--- src/rtl/video_output_aligner_if.sv ---
// ----------------------------------------------------------------------------
// video_output_aligner_if
//   Bundles the pixel-rate signals exchanged between the edge-detection core,
//   the output aligner and the downstream timing/pin logic.
//   The names keep the system-level I_*/O_* convention, seen from the aligner.
//
//   modport master : drives the I_* side and observes the O_* side (source/bench)
//   modport slave  : the aligner itself (consumes I_*, produces O_*)
//
//   Signals
//     I_VSYNC, I_HSYNC, I_DE    input timing, active high
//     I_PIX_DATA                raw pixel, CHANNELS*PIX_W bits, channel 0 in LSBs
//     I_EDGE, I_EDGE_VALID      edge magnitude and its qualifier
//     I_MODE                    0 PASS, 1 EDGE, 2 OVERLAY, 3 TEST
//     I_THRESH                  overlay threshold
//     O_PIX_DATA, O_VSYNC, O_HSYNC, O_DE, O_LOCKED, O_ALIGN_ERR   aligned outputs
// ----------------------------------------------------------------------------
interface video_output_aligner_if #(
    parameter int PIX_W    = 8,
    parameter int CHANNELS = 3,
    parameter int EDGE_W   = 8
);
    logic                        I_VSYNC;
    logic                        I_HSYNC;
    logic                        I_DE;
    logic [CHANNELS*PIX_W-1:0]   I_PIX_DATA;
    logic [EDGE_W-1:0]           I_EDGE;
    logic                        I_EDGE_VALID;
    logic [1:0]                  I_MODE;
    logic [EDGE_W-1:0]           I_THRESH;
    logic [CHANNELS*PIX_W-1:0]   O_PIX_DATA;
    logic                        O_VSYNC;
    logic                        O_HSYNC;
    logic                        O_DE;
    logic                        O_LOCKED;
    logic                        O_ALIGN_ERR;

    modport master (
        output I_VSYNC, I_HSYNC, I_DE, I_PIX_DATA, I_EDGE, I_EDGE_VALID, I_MODE, I_THRESH,
        input  O_PIX_DATA, O_VSYNC, O_HSYNC, O_DE, O_LOCKED, O_ALIGN_ERR
    );

    modport slave (
        input  I_VSYNC, I_HSYNC, I_DE, I_PIX_DATA, I_EDGE, I_EDGE_VALID, I_MODE, I_THRESH,
        output O_PIX_DATA, O_VSYNC, O_HSYNC, O_DE, O_LOCKED, O_ALIGN_ERR
    );
endinterface

--- src/rtl/video_output_aligner.sv ---
// ----------------------------------------------------------------------------
// video_output_aligner
//   Pixel-clock output stage after the edge-detection core. Delays the input
//   sync/DE/pixel by LATENCY clocks so they meet the edge result, chooses the
//   output content once per frame and blanks the picture until it has seen a
//   frame start. Total latency from I_* to O_* is LATENCY+1 clocks.
//
//   Ports
//     O_PCLK   pixel clock, rising edge
//     I_RST    synchronous, active-high reset
//     bus      video_output_aligner_if.slave (all pixel-rate signals)
//
//   Parameters: PIX_W, CHANNELS, EDGE_W, LATENCY (1..64), HACT (>= 8)
// ----------------------------------------------------------------------------
module video_output_aligner #(
    parameter int PIX_W    = 8,
    parameter int CHANNELS = 3,
    parameter int EDGE_W   = 8,
    parameter int LATENCY  = 4,
    parameter int HACT     = 640
) (
    input  logic                    O_PCLK,
    input  logic                    I_RST,
    video_output_aligner_if.slave   bus
);

    localparam int DW      = CHANNELS * PIX_W;
    localparam int COL_W   = (HACT > 8) ? $clog2(HACT) : 3;
    localparam int BAR_DIV = ((HACT / 8) > 0) ? (HACT / 8) : 1;
    localparam logic [COL_W-1:0] COL_MAX = COL_W'(HACT - 1);

    localparam logic [1:0] MODE_PASS    = 2'd0;
    localparam logic [1:0] MODE_EDGE    = 2'd1;
    localparam logic [1:0] MODE_OVERLAY = 2'd2;
    localparam logic [1:0] MODE_TEST    = 2'd3;

    typedef enum logic [1:0] {
        ST_IDLE   = 2'd0,
        ST_WAIT   = 2'd1,
        ST_LOCKED = 2'd2
    } state_t;

    // Delay line, stage 0 nearest the input, stage LATENCY-1 is d_*
    logic [LATENCY-1:0] vs_q;
    logic [LATENCY-1:0] hs_q;
    logic [LATENCY-1:0] de_q;
    logic [DW-1:0]      pix_q [LATENCY];
    logic               d_vsync_prev_q;

    logic               d_vsync_s;
    logic               d_hsync_s;
    logic               d_de_s;
    logic [DW-1:0]      d_pix_s;
    logic               vs_rise_s;
    logic               lock_now_s;

    state_t             state_q;
    logic               locked_q;
    logic               align_err_q;
    logic [1:0]         active_mode_q;
    logic [1:0]         active_mode_d;

    logic [COL_W-1:0]   col_q;
    logic [COL_W-1:0]   col_d;
    logic [COL_W-1:0]   bar_full_s;
    logic [2:0]         bar_s;
    logic [PIX_W-1:0]   edge_scaled_s;

    logic               o_vsync_q;
    logic               o_hsync_q;
    logic               o_de_q;
    logic               o_de_d;
    logic [DW-1:0]      o_pix_q;
    logic [DW-1:0]      o_pix_d;

    assign d_vsync_s = vs_q[LATENCY-1];
    assign d_hsync_s = hs_q[LATENCY-1];
    assign d_de_s    = de_q[LATENCY-1];
    assign d_pix_s   = pix_q[LATENCY-1];
    assign vs_rise_s = d_vsync_s & ~d_vsync_prev_q;

    // The lock edge itself already counts as locked so O_DE/O_LOCKED line up with O_VSYNC.
    assign lock_now_s = (state_q == ST_LOCKED) | ((state_q == ST_WAIT) & vs_rise_s);

    // Edge magnitude mapped onto one colour channel's width.
    generate
        if (EDGE_W >= PIX_W) begin : g_edge_trunc
            assign edge_scaled_s = bus.I_EDGE[EDGE_W-1 -: PIX_W];
        end else begin : g_edge_pad
            assign edge_scaled_s = {bus.I_EDGE, {(PIX_W-EDGE_W){1'b0}}};
        end
    endgenerate

    // Shift sync/DE/pixel through the LATENCY-stage alignment pipeline.
    always_ff @(posedge O_PCLK) begin
        if (I_RST) begin
            vs_q           <= '0;
            hs_q           <= '0;
            de_q           <= '0;
            d_vsync_prev_q <= 1'b0;
            for (int i = 0; i < LATENCY; i++) begin
                pix_q[i] <= '0;
            end
        end else begin
            vs_q[0]        <= bus.I_VSYNC;
            hs_q[0]        <= bus.I_HSYNC;
            de_q[0]        <= bus.I_DE;
            pix_q[0]       <= bus.I_PIX_DATA;
            for (int i = 1; i < LATENCY; i++) begin
                vs_q[i]  <= vs_q[i-1];
                hs_q[i]  <= hs_q[i-1];
                de_q[i]  <= de_q[i-1];
                pix_q[i] <= pix_q[i-1];
            end
            d_vsync_prev_q <= d_vsync_s;
        end
    end

    // Lock FSM with registered O_LOCKED, sticky alignment error and per-frame mode latch.
    always_ff @(posedge O_PCLK) begin
        if (I_RST) begin
            state_q       <= ST_IDLE;
            locked_q      <= 1'b0;
            align_err_q   <= 1'b0;
            active_mode_q <= MODE_PASS;
        end else begin
            active_mode_q <= active_mode_d;
            case (state_q)
                ST_IDLE: begin
                    state_q  <= ST_WAIT;
                    locked_q <= 1'b0;
                end
                ST_WAIT: begin
                    if (vs_rise_s) begin
                        state_q  <= ST_LOCKED;
                        locked_q <= 1'b1;
                    end else begin
                        state_q  <= ST_WAIT;
                        locked_q <= 1'b0;
                    end
                end
                ST_LOCKED: begin
                    state_q  <= ST_LOCKED;
                    locked_q <= 1'b1;
                    if (bus.I_EDGE_VALID != d_de_s) begin
                        align_err_q <= 1'b1;
                    end else begin
                        align_err_q <= align_err_q;
                    end
                end
                default: begin
                    state_q  <= ST_IDLE;
                    locked_q <= 1'b0;
                end
            endcase
        end
    end

    // Next mode, column and output pixel selection.
    always_comb begin
        active_mode_d = vs_rise_s ? bus.I_MODE : active_mode_q;

        if (d_de_s) begin
            col_d = (col_q == COL_MAX) ? col_q : (col_q + COL_W'(1));
        end else begin
            col_d = '0;
        end

        bar_full_s = col_q / COL_W'(BAR_DIV);
        if (bar_full_s > COL_W'(7)) begin
            bar_s = 3'd7;
        end else begin
            bar_s = bar_full_s[2:0];
        end

        o_de_d  = d_de_s & lock_now_s;
        o_pix_d = '0;
        if (o_de_d) begin
            case (active_mode_d)
                MODE_PASS: begin
                    o_pix_d = d_pix_s;
                end
                MODE_EDGE: begin
                    for (int c = 0; c < CHANNELS; c++) begin
                        o_pix_d[c*PIX_W +: PIX_W] = edge_scaled_s;
                    end
                end
                MODE_OVERLAY: begin
                    if (bus.I_EDGE >= bus.I_THRESH) begin
                        o_pix_d = '1;
                    end else begin
                        o_pix_d = d_pix_s;
                    end
                end
                MODE_TEST: begin
                    for (int c = 0; c < CHANNELS; c++) begin
                        o_pix_d[c*PIX_W +: PIX_W] = bar_s[c % 3] ? {PIX_W{1'b1}} : {PIX_W{1'b0}};
                    end
                end
                default: begin
                    o_pix_d = '0;
                end
            endcase
        end else begin
            o_pix_d = '0;
        end
    end

    // Output register stage and column counter.
    always_ff @(posedge O_PCLK) begin
        if (I_RST) begin
            o_vsync_q <= 1'b0;
            o_hsync_q <= 1'b0;
            o_de_q    <= 1'b0;
            o_pix_q   <= '0;
            col_q     <= '0;
        end else begin
            o_vsync_q <= d_vsync_s;
            o_hsync_q <= d_hsync_s;
            o_de_q    <= o_de_d;
            o_pix_q   <= o_pix_d;
            col_q     <= col_d;
        end
    end

    assign bus.O_VSYNC     = o_vsync_q;
    assign bus.O_HSYNC     = o_hsync_q;
    assign bus.O_DE        = o_de_q;
    assign bus.O_PIX_DATA  = o_pix_q;
    assign bus.O_LOCKED    = locked_q;
    assign bus.O_ALIGN_ERR = align_err_q;

endmodule

--- src/flat_wrapper.sv ---
// flat-port wrapper written by rule: the top's interface ports become plain ports
module video_output_aligner_flat 
#(
    parameter int PIX_W    = 8,
    parameter int CHANNELS = 3,
    parameter int EDGE_W   = 8,
    parameter int LATENCY  = 4,
    parameter int HACT     = 640
)
  (O_PCLK, I_RST, bus_I_VSYNC, bus_I_HSYNC, bus_I_DE, bus_I_PIX_DATA, bus_I_EDGE, bus_I_EDGE_VALID, bus_I_MODE, bus_I_THRESH, bus_O_PIX_DATA, bus_O_VSYNC, bus_O_HSYNC, bus_O_DE, bus_O_LOCKED, bus_O_ALIGN_ERR);
  video_output_aligner_if #(.PIX_W(PIX_W), .CHANNELS(CHANNELS), .EDGE_W(EDGE_W)) bus_i ();
  input  logic O_PCLK;
  input  logic I_RST;
  input wire logic [$bits(bus_i.I_VSYNC)-1:0] bus_I_VSYNC;
  input wire logic [$bits(bus_i.I_HSYNC)-1:0] bus_I_HSYNC;
  input wire logic [$bits(bus_i.I_DE)-1:0] bus_I_DE;
  input wire logic [$bits(bus_i.I_PIX_DATA)-1:0] bus_I_PIX_DATA;
  input wire logic [$bits(bus_i.I_EDGE)-1:0] bus_I_EDGE;
  input wire logic [$bits(bus_i.I_EDGE_VALID)-1:0] bus_I_EDGE_VALID;
  input wire logic [$bits(bus_i.I_MODE)-1:0] bus_I_MODE;
  input wire logic [$bits(bus_i.I_THRESH)-1:0] bus_I_THRESH;
  output wire logic [$bits(bus_i.O_PIX_DATA)-1:0] bus_O_PIX_DATA;
  output wire logic [$bits(bus_i.O_VSYNC)-1:0] bus_O_VSYNC;
  output wire logic [$bits(bus_i.O_HSYNC)-1:0] bus_O_HSYNC;
  output wire logic [$bits(bus_i.O_DE)-1:0] bus_O_DE;
  output wire logic [$bits(bus_i.O_LOCKED)-1:0] bus_O_LOCKED;
  output wire logic [$bits(bus_i.O_ALIGN_ERR)-1:0] bus_O_ALIGN_ERR;
  assign bus_i.I_VSYNC = bus_I_VSYNC;
  assign bus_i.I_HSYNC = bus_I_HSYNC;
  assign bus_i.I_DE = bus_I_DE;
  assign bus_i.I_PIX_DATA = bus_I_PIX_DATA;
  assign bus_i.I_EDGE = bus_I_EDGE;
  assign bus_i.I_EDGE_VALID = bus_I_EDGE_VALID;
  assign bus_i.I_MODE = bus_I_MODE;
  assign bus_i.I_THRESH = bus_I_THRESH;
  assign bus_O_PIX_DATA = bus_i.O_PIX_DATA;
  assign bus_O_VSYNC = bus_i.O_VSYNC;
  assign bus_O_HSYNC = bus_i.O_HSYNC;
  assign bus_O_DE = bus_i.O_DE;
  assign bus_O_LOCKED = bus_i.O_LOCKED;
  assign bus_O_ALIGN_ERR = bus_i.O_ALIGN_ERR;
  video_output_aligner #(.PIX_W(PIX_W), .CHANNELS(CHANNELS), .EDGE_W(EDGE_W), .LATENCY(LATENCY), .HACT(HACT)) u_core (.O_PCLK(O_PCLK), .I_RST(I_RST), .bus(bus_i));
endmodule
--- config.mk ---
export PLATFORM = sky130hd
export DESIGN_NAME = video_output_aligner_flat
export DESIGN_NICKNAME = d
export VERILOG_FILES = /design/src/rtl/video_output_aligner_if.sv /design/src/rtl/video_output_aligner.sv /design/src/flat_wrapper.sv
export SDC_FILE = /design/constraint.sdc
export NUM_CORES = 1
export LEC_CHECK = 0
export CAP_MARGIN = 20
export CELL_PAD_IN_SITES_DETAIL_PLACEMENT = 1
export CELL_PAD_IN_SITES_GLOBAL_PLACEMENT = 1
export CORE_ASPECT_RATIO = 0.7
export CORE_UTILIZATION = 40
export CTS_CLUSTER_SIZE = 28
export DETAILED_ROUTE_END_ITERATION = 8
export HOLD_SLACK_MARGIN = 0.05
export PLACE_DENSITY = 0.83
export SETUP_SLACK_MARGIN = 0.5
export SLEW_MARGIN = 20
export SYNTH_ARGS = -nofsm -noshare
export SYNTH_HDL_FRONTEND = slang
export SYNTH_SLANG_ARGS = --single-unit
--- constraint.sdc ---
create_clock -name O_PCLK -period 3.9 [get_ports O_PCLK]
set_input_delay 1.17 -clock O_PCLK [delete_from_list [all_inputs] [get_ports O_PCLK]]
set_output_delay 1.17 -clock O_PCLK [all_outputs]
set_load 0.03 [all_outputs]
* Word-level counts from Yosys, hierarchy flattened *
Memory sizes are Yosys's and may differ from the RTL's.
Cells that the tools add are included.

storage, ports and cells
  register bits = 55
  bits in writable memories = 96
  bits of input ports = 48
  output and inout port bits = 29
  logic and storage cells = 58
  memories kept = 1

memories
  name          words  bits a word  read ports  clocked after memory_dff  wr ports  RTL line                    RTL
  u_core.pix_q  4      24           4           0                         4         video_output_aligner.sv:47  logic [DW-1:0] pix_q [LATENCY];

operators by class
  $add $sub $neg = 1
  divide/modulo/power cells = 1
  magnitude comparators = 2
  equal/unequal tests = 7
  mux-type cells = 18
  bitwise operators = 11
  reductions and logical operators = 5

operators by type and width
  kind                                                             number
  two-way mux 24 bit                                               5
  one-hot mux 24 bit (4 select lines)                              1
  two-way mux 8 bit                                                3
  adder 10 x 1 -> 10 bit (second input constant)                   1
  divider 10 x 7 -> 10 bit (second input constant)                 1
  == test 10 bit (second input constant)                           1
  greater-than comparator 10 x 3 -> 1 bit (second input constant)  1
  greater-or-equal comparator 8 bit                                1
  == test 2 bit (second input constant)                            3
  one-hot mux 2 bit (3 select lines)                               1
  OR 1 bit                                                         5
  == test 2 x 1 -> 1 bit (second input constant)                   2
  zero test 2 bit                                                  2
  two-way mux 1 bit                                                4
  two-way mux 2 bit                                                2
  OR reduction 2 bit                                               2
  AND 1 bit                                                        3
  two-way mux 3 bit                                                1
  NOT 1 bit                                                        3
  one-hot mux 1 bit (2 select lines)                               1
  AND reduction 2 bit                                              1
  inequality test 1 bit                                            1

* Depth between registers and ports, before layout *
  word-level depth = 7
  gate-level depth with buffers = 9
  depth with buffers taken out = 8

* Least setup slack after synthesis *
OpenSTA, ideal clock, no wires.

  kind = input -> register
  from = in bus_I_EDGE[0]
  to = reg u_core.o_pix_q[0], in the netlist u_core.bus.O_PIX_DATA[0]
  setup time = 122 ps
  arrival time = 2,590 ps
  data required time = 3,778 ps
  setup slack = 1,189 ps
  stages on the path = 8
  path buffers = 1
  cells stage by stage = inv_1 -> ha_1 -> nand2b_1 -> a211oi_1 -> o2111a_1 -> nor2_1 -> buf_2 -> o311a_1

between the ends
  word-level cells in the longest chain between the ends = 3

RTL lines
  what                                     RTL line                     RTL
  start: declaration                       flat_wrapper.sv:18           input wire logic [$bits(bus_i.I_EDGE)-1:0] bus_I_EDGE;
  greater-or-equal comparator 8 bit        video_output_aligner.sv:189  if (bus.I_EDGE >= bus.I_THRESH) begin
  two-way mux 24 bit                       video_output_aligner.sv:189
  one-hot mux 24 bit (4 select lines) (*)  video_output_aligner.sv:179  case (active_mode_d)
  end signal: assignment                   video_output_aligner.sv:221  o_pix_q <= o_pix_d;
  end: declaration                         video_output_aligner.sv:73   logic [DW-1:0] o_pix_q;

Every way passes the cells marked *; elsewhere a longest branch is shown, timed or not.
A chain may end at the register's enable or synchronous reset.

* Final worst setup path *
  from = in bus_I_EDGE[0]
  to = reg u_core.o_pix_q[23], in the netlist u_core.bus.O_PIX_DATA[23]

between the ends
  word-level cells in the longest chain between the ends = 3

RTL lines
  what                                 RTL line
  greater-or-equal comparator 8 bit    video_output_aligner.sv:189
  two-way mux 24 bit                   video_output_aligner.sv:189
  one-hot mux 24 bit (4 select lines)  video_output_aligner.sv:179

No other way between the ends.

==> run summary <==
Status -> finished, final reports clean
Worst r2r src -> u_core.d_vsync_prev_q
Largest family of logic cells by synthesized area -> simple AND/OR/NAND/NOR gates
Pwr Density -> 514 nW/um2
Post-Place Cell Area -> 6170 um2
Async SR Flop Fraction -> 0
Worst-Margin Slew -> 869 ps
GRT Total Usage -> 0.191
Initial antenna violation count -> 0
R2R depth -> 6
CP Data Arrival Time -> 3430 ps
Top FF cell, synth -> dfxtp_1
Share of cells above drive strength 1 -> 0.0791
Total CTS buffers -> 17
CTS tree -> done
Hold Path Cell Cnt -> 1
Mux contribution to synthesized area -> 0.0117
H-tree depth -> 4
Later-pin clock latency in the skew report -> 430 ps
Clock tree root buffer cell -> clkbuf_16
HPWL after detailed placement -> 8240 um
Vias in the first global route -> 3,926
Count leader, synth -> dfxtp_1
Total Neg Setup Slack -> 0 ps
RePlAce Congestion -> 0.831
Area share of the largest cell type after synthesis -> 0.567
Static Leak -> 0.00267 uW
DR iter-0 viols -> 303
Max-slew violations -> 0
XOR/XNOR share of the synthesized area -> 0.00986
Post-synthesis register bit count -> 151
Hold Vio Cnt, Final -> 0
DR pass1 iterations -> 5
Grt peak-use layer -> met2
Unrepaired setup endpoints after global routing -> false
Starting Density -> 0.419
Tcrit/Tclk final -> 0.805
CTS sink count -> 151
Placeable Area -> 12,700 um2
Synth Area in Compound Gates -> 0.112
Critical Setup Path Class -> in2reg
WL/cell -> 16.1 um
Placed instance count -> 737
Worst Setup SP -> bus_I_EDGE[0]
Max-cap violations -> 0
Peak VDD IR -> 304 uV
EDFF count, synth -> 0
P&R area growth vs syn -> 27.9%
Num ports -> 77
Worst Path Required -> 4190 ps
Synth area leader -> dfxtp_1
Post-synthesis cell count -> 523
HP Start -> u_core.hs_q[0]
Endpoints failing setup -> 0
Buffers on Ports -> 76
GR Util met2 -> 0.316
Post-CTS Setup Repair Bufs -> 0
Nets -> 656
CP Capture Type -> flop
Max Buffers Root-to-Sink -> 2
Clk pin slew, worst setup/hold paths -> 70 ps
Critical path peak fanout -> 7
Remaining DRCs -> 0
Synthesized area -> 5330 um2
Count of unique library cells instantiated by Yosys -> 51
Global-route wire length before repair -> 20,300 um
Startpoint Class -> input port
Slew HR -> 0.421
Hold WC Path Type -> reg2reg
Fmax -> 319 MHz
Vias -> 3,780
ANT nets after route -> 0
Synth Net Count -> 585
Total power -> 3500 uW
Number of cell rows -> 34
Seq/Total Area, Yosys -> 0.567
Die area -> 13,800 um2
GR Util met3 -> 0.0437
Most common library cells after synthesis -> 151 x dfxtp_1, 112 x nor2b_1, 34 x nand2_1, 30 x nor2_1, 23 x inv_1
Global Route met1 Usage -> 0.240
Clk_skew -> 11.7 ps
Synth top area cells -> dfxtp_1 57%, nor2b_1 13%, ha_1 3.3%, nand2_1 2.4%, nor2_1 2.1%
Fin area -> 6810 um2
Die span in y -> 98.6 um
Die X -> 140 um
Mean Syn Cell Area -> 10.2 um2
Post-CTS sizing -> 0
Post-synthesis adder-cell area fraction -> 0.0329
Pin count of the biggest net entering global routing -> 95
Ys Warns -> 0
Non-Filler Instances -> 769
Fraction of the mapped netlist area in simple logic gates -> 0.225
Via/cell ratio -> 4.92
Post-layout min period -> 3140 ps
Hold_buf cts -> 0
GR Overflow Total -> 0
Inserted Diodes -> 0
Post-Route WL -> 12,400 um
## state kept, by name, indices dropped and copies added (netlist names)
register                flops
u_core.hs_q                 4
u_core.state_q              2
u_core.col_q               10
u_core.vs_q                 4
u_core.bus.O_PIX_DATA      24
u_core.active_mode_q        2
u_core.de_q                 4
u_core.bus.O_DE             1
u_core.bus.O_LOCKED         1
u_core.pix_q               96
u_core.bus.O_HSYNC          1
u_core.bus.O_ALIGN_ERR      1
u_core.d_vsync_prev_q       1
## through the flow
step	hold slack (ps)	setup slack [ps]	util
global placement	416	290	0.485
detailed placement	425	228	0.485
finish	439	762	0.536
floorplan	414	1190	-
CTS	445	627	0.535
global route	457	646	0.536
## per-layer routing
metal / vias up / routed length [um] / share of wire
li1: 1867 / - / -
met1: 1784 / 5720 / 0.46
met2: 109 / 5810 / 0.47
met3: 20 / 658 / 0.053
met4: 0 / 211 / 0.017
met5: - / 0 / 0
## path summary, 6_finish.rpt
check / endpoint / slack (ps)
max: u_core.bus.O_PIX_DATA[23] / 760
max reg2reg: u_core.bus.O_PIX_DATA[23] / 1370
min: u_core.hs_q[1] / 440
min reg2reg: u_core.hs_q[1] / 440
## final cells by class
class | instances | area (um2)
tap | 162 | 203
clock buffer | 17 | 425
clock inverter | 15 | 214
inverter | 23 | 86.3
timing repair buffer | 78 | 773
multi-input combinational | 323 | 2090
sequential | 151 | 3020
fill | 1378 | 5910
## power by group
part           internal, uW  switching, uW  total [uW]
Sequential             1580           12.4        1590
Clock                  1040            705        1740
Combinational          83.4           81.0         164
Total                  2700            798        3500
## cells by family (layout without fill, tap and decap cells)
kind of cell	after synthesis	after routing
buffers and inverters	49	133
flip-flops	151	151
AO/OA/AOI/OAI	83	83
multiplexers	4	4
AND/OR/NAND/NOR	216	216
adder cells (fa/ha/maj)	14	14
XOR/XNOR	6	6
## placed cells by master, fill, tap and decap left out, types with 4 or more instances in the layout
cell type        Yosys  routed
o21a_1               6       6
clkbuf_16            0      17
a21oi_1             14      14
nand3_1              9       9
clkinv_4             0       4
nand2b_1             6       6
nor2_1              30      29
dfxtp_1            151     151
nand2_1             34      34
nor3_1               4       4
inv_1               23      23
o311a_1              8       8
o21ai_0             22      21
nor2b_1            112     112
a221oi_1            11      11
a31oi_1              4       4
and2_1               7       7
ha_1                14      14
clkdlybuf4s50_1      0      75
## worst max-delay path: stages
cell             delay (ps)
clkdlybuf4s50_1         490
inv_1                   110
ha_1                    280
nand2b_1                 90
a211oi_1                 70
o2111a_1                270
o21ai_1                 380
o21ai_0                 160
a221oi_1                410
Power figures use the tool's default switching activity.
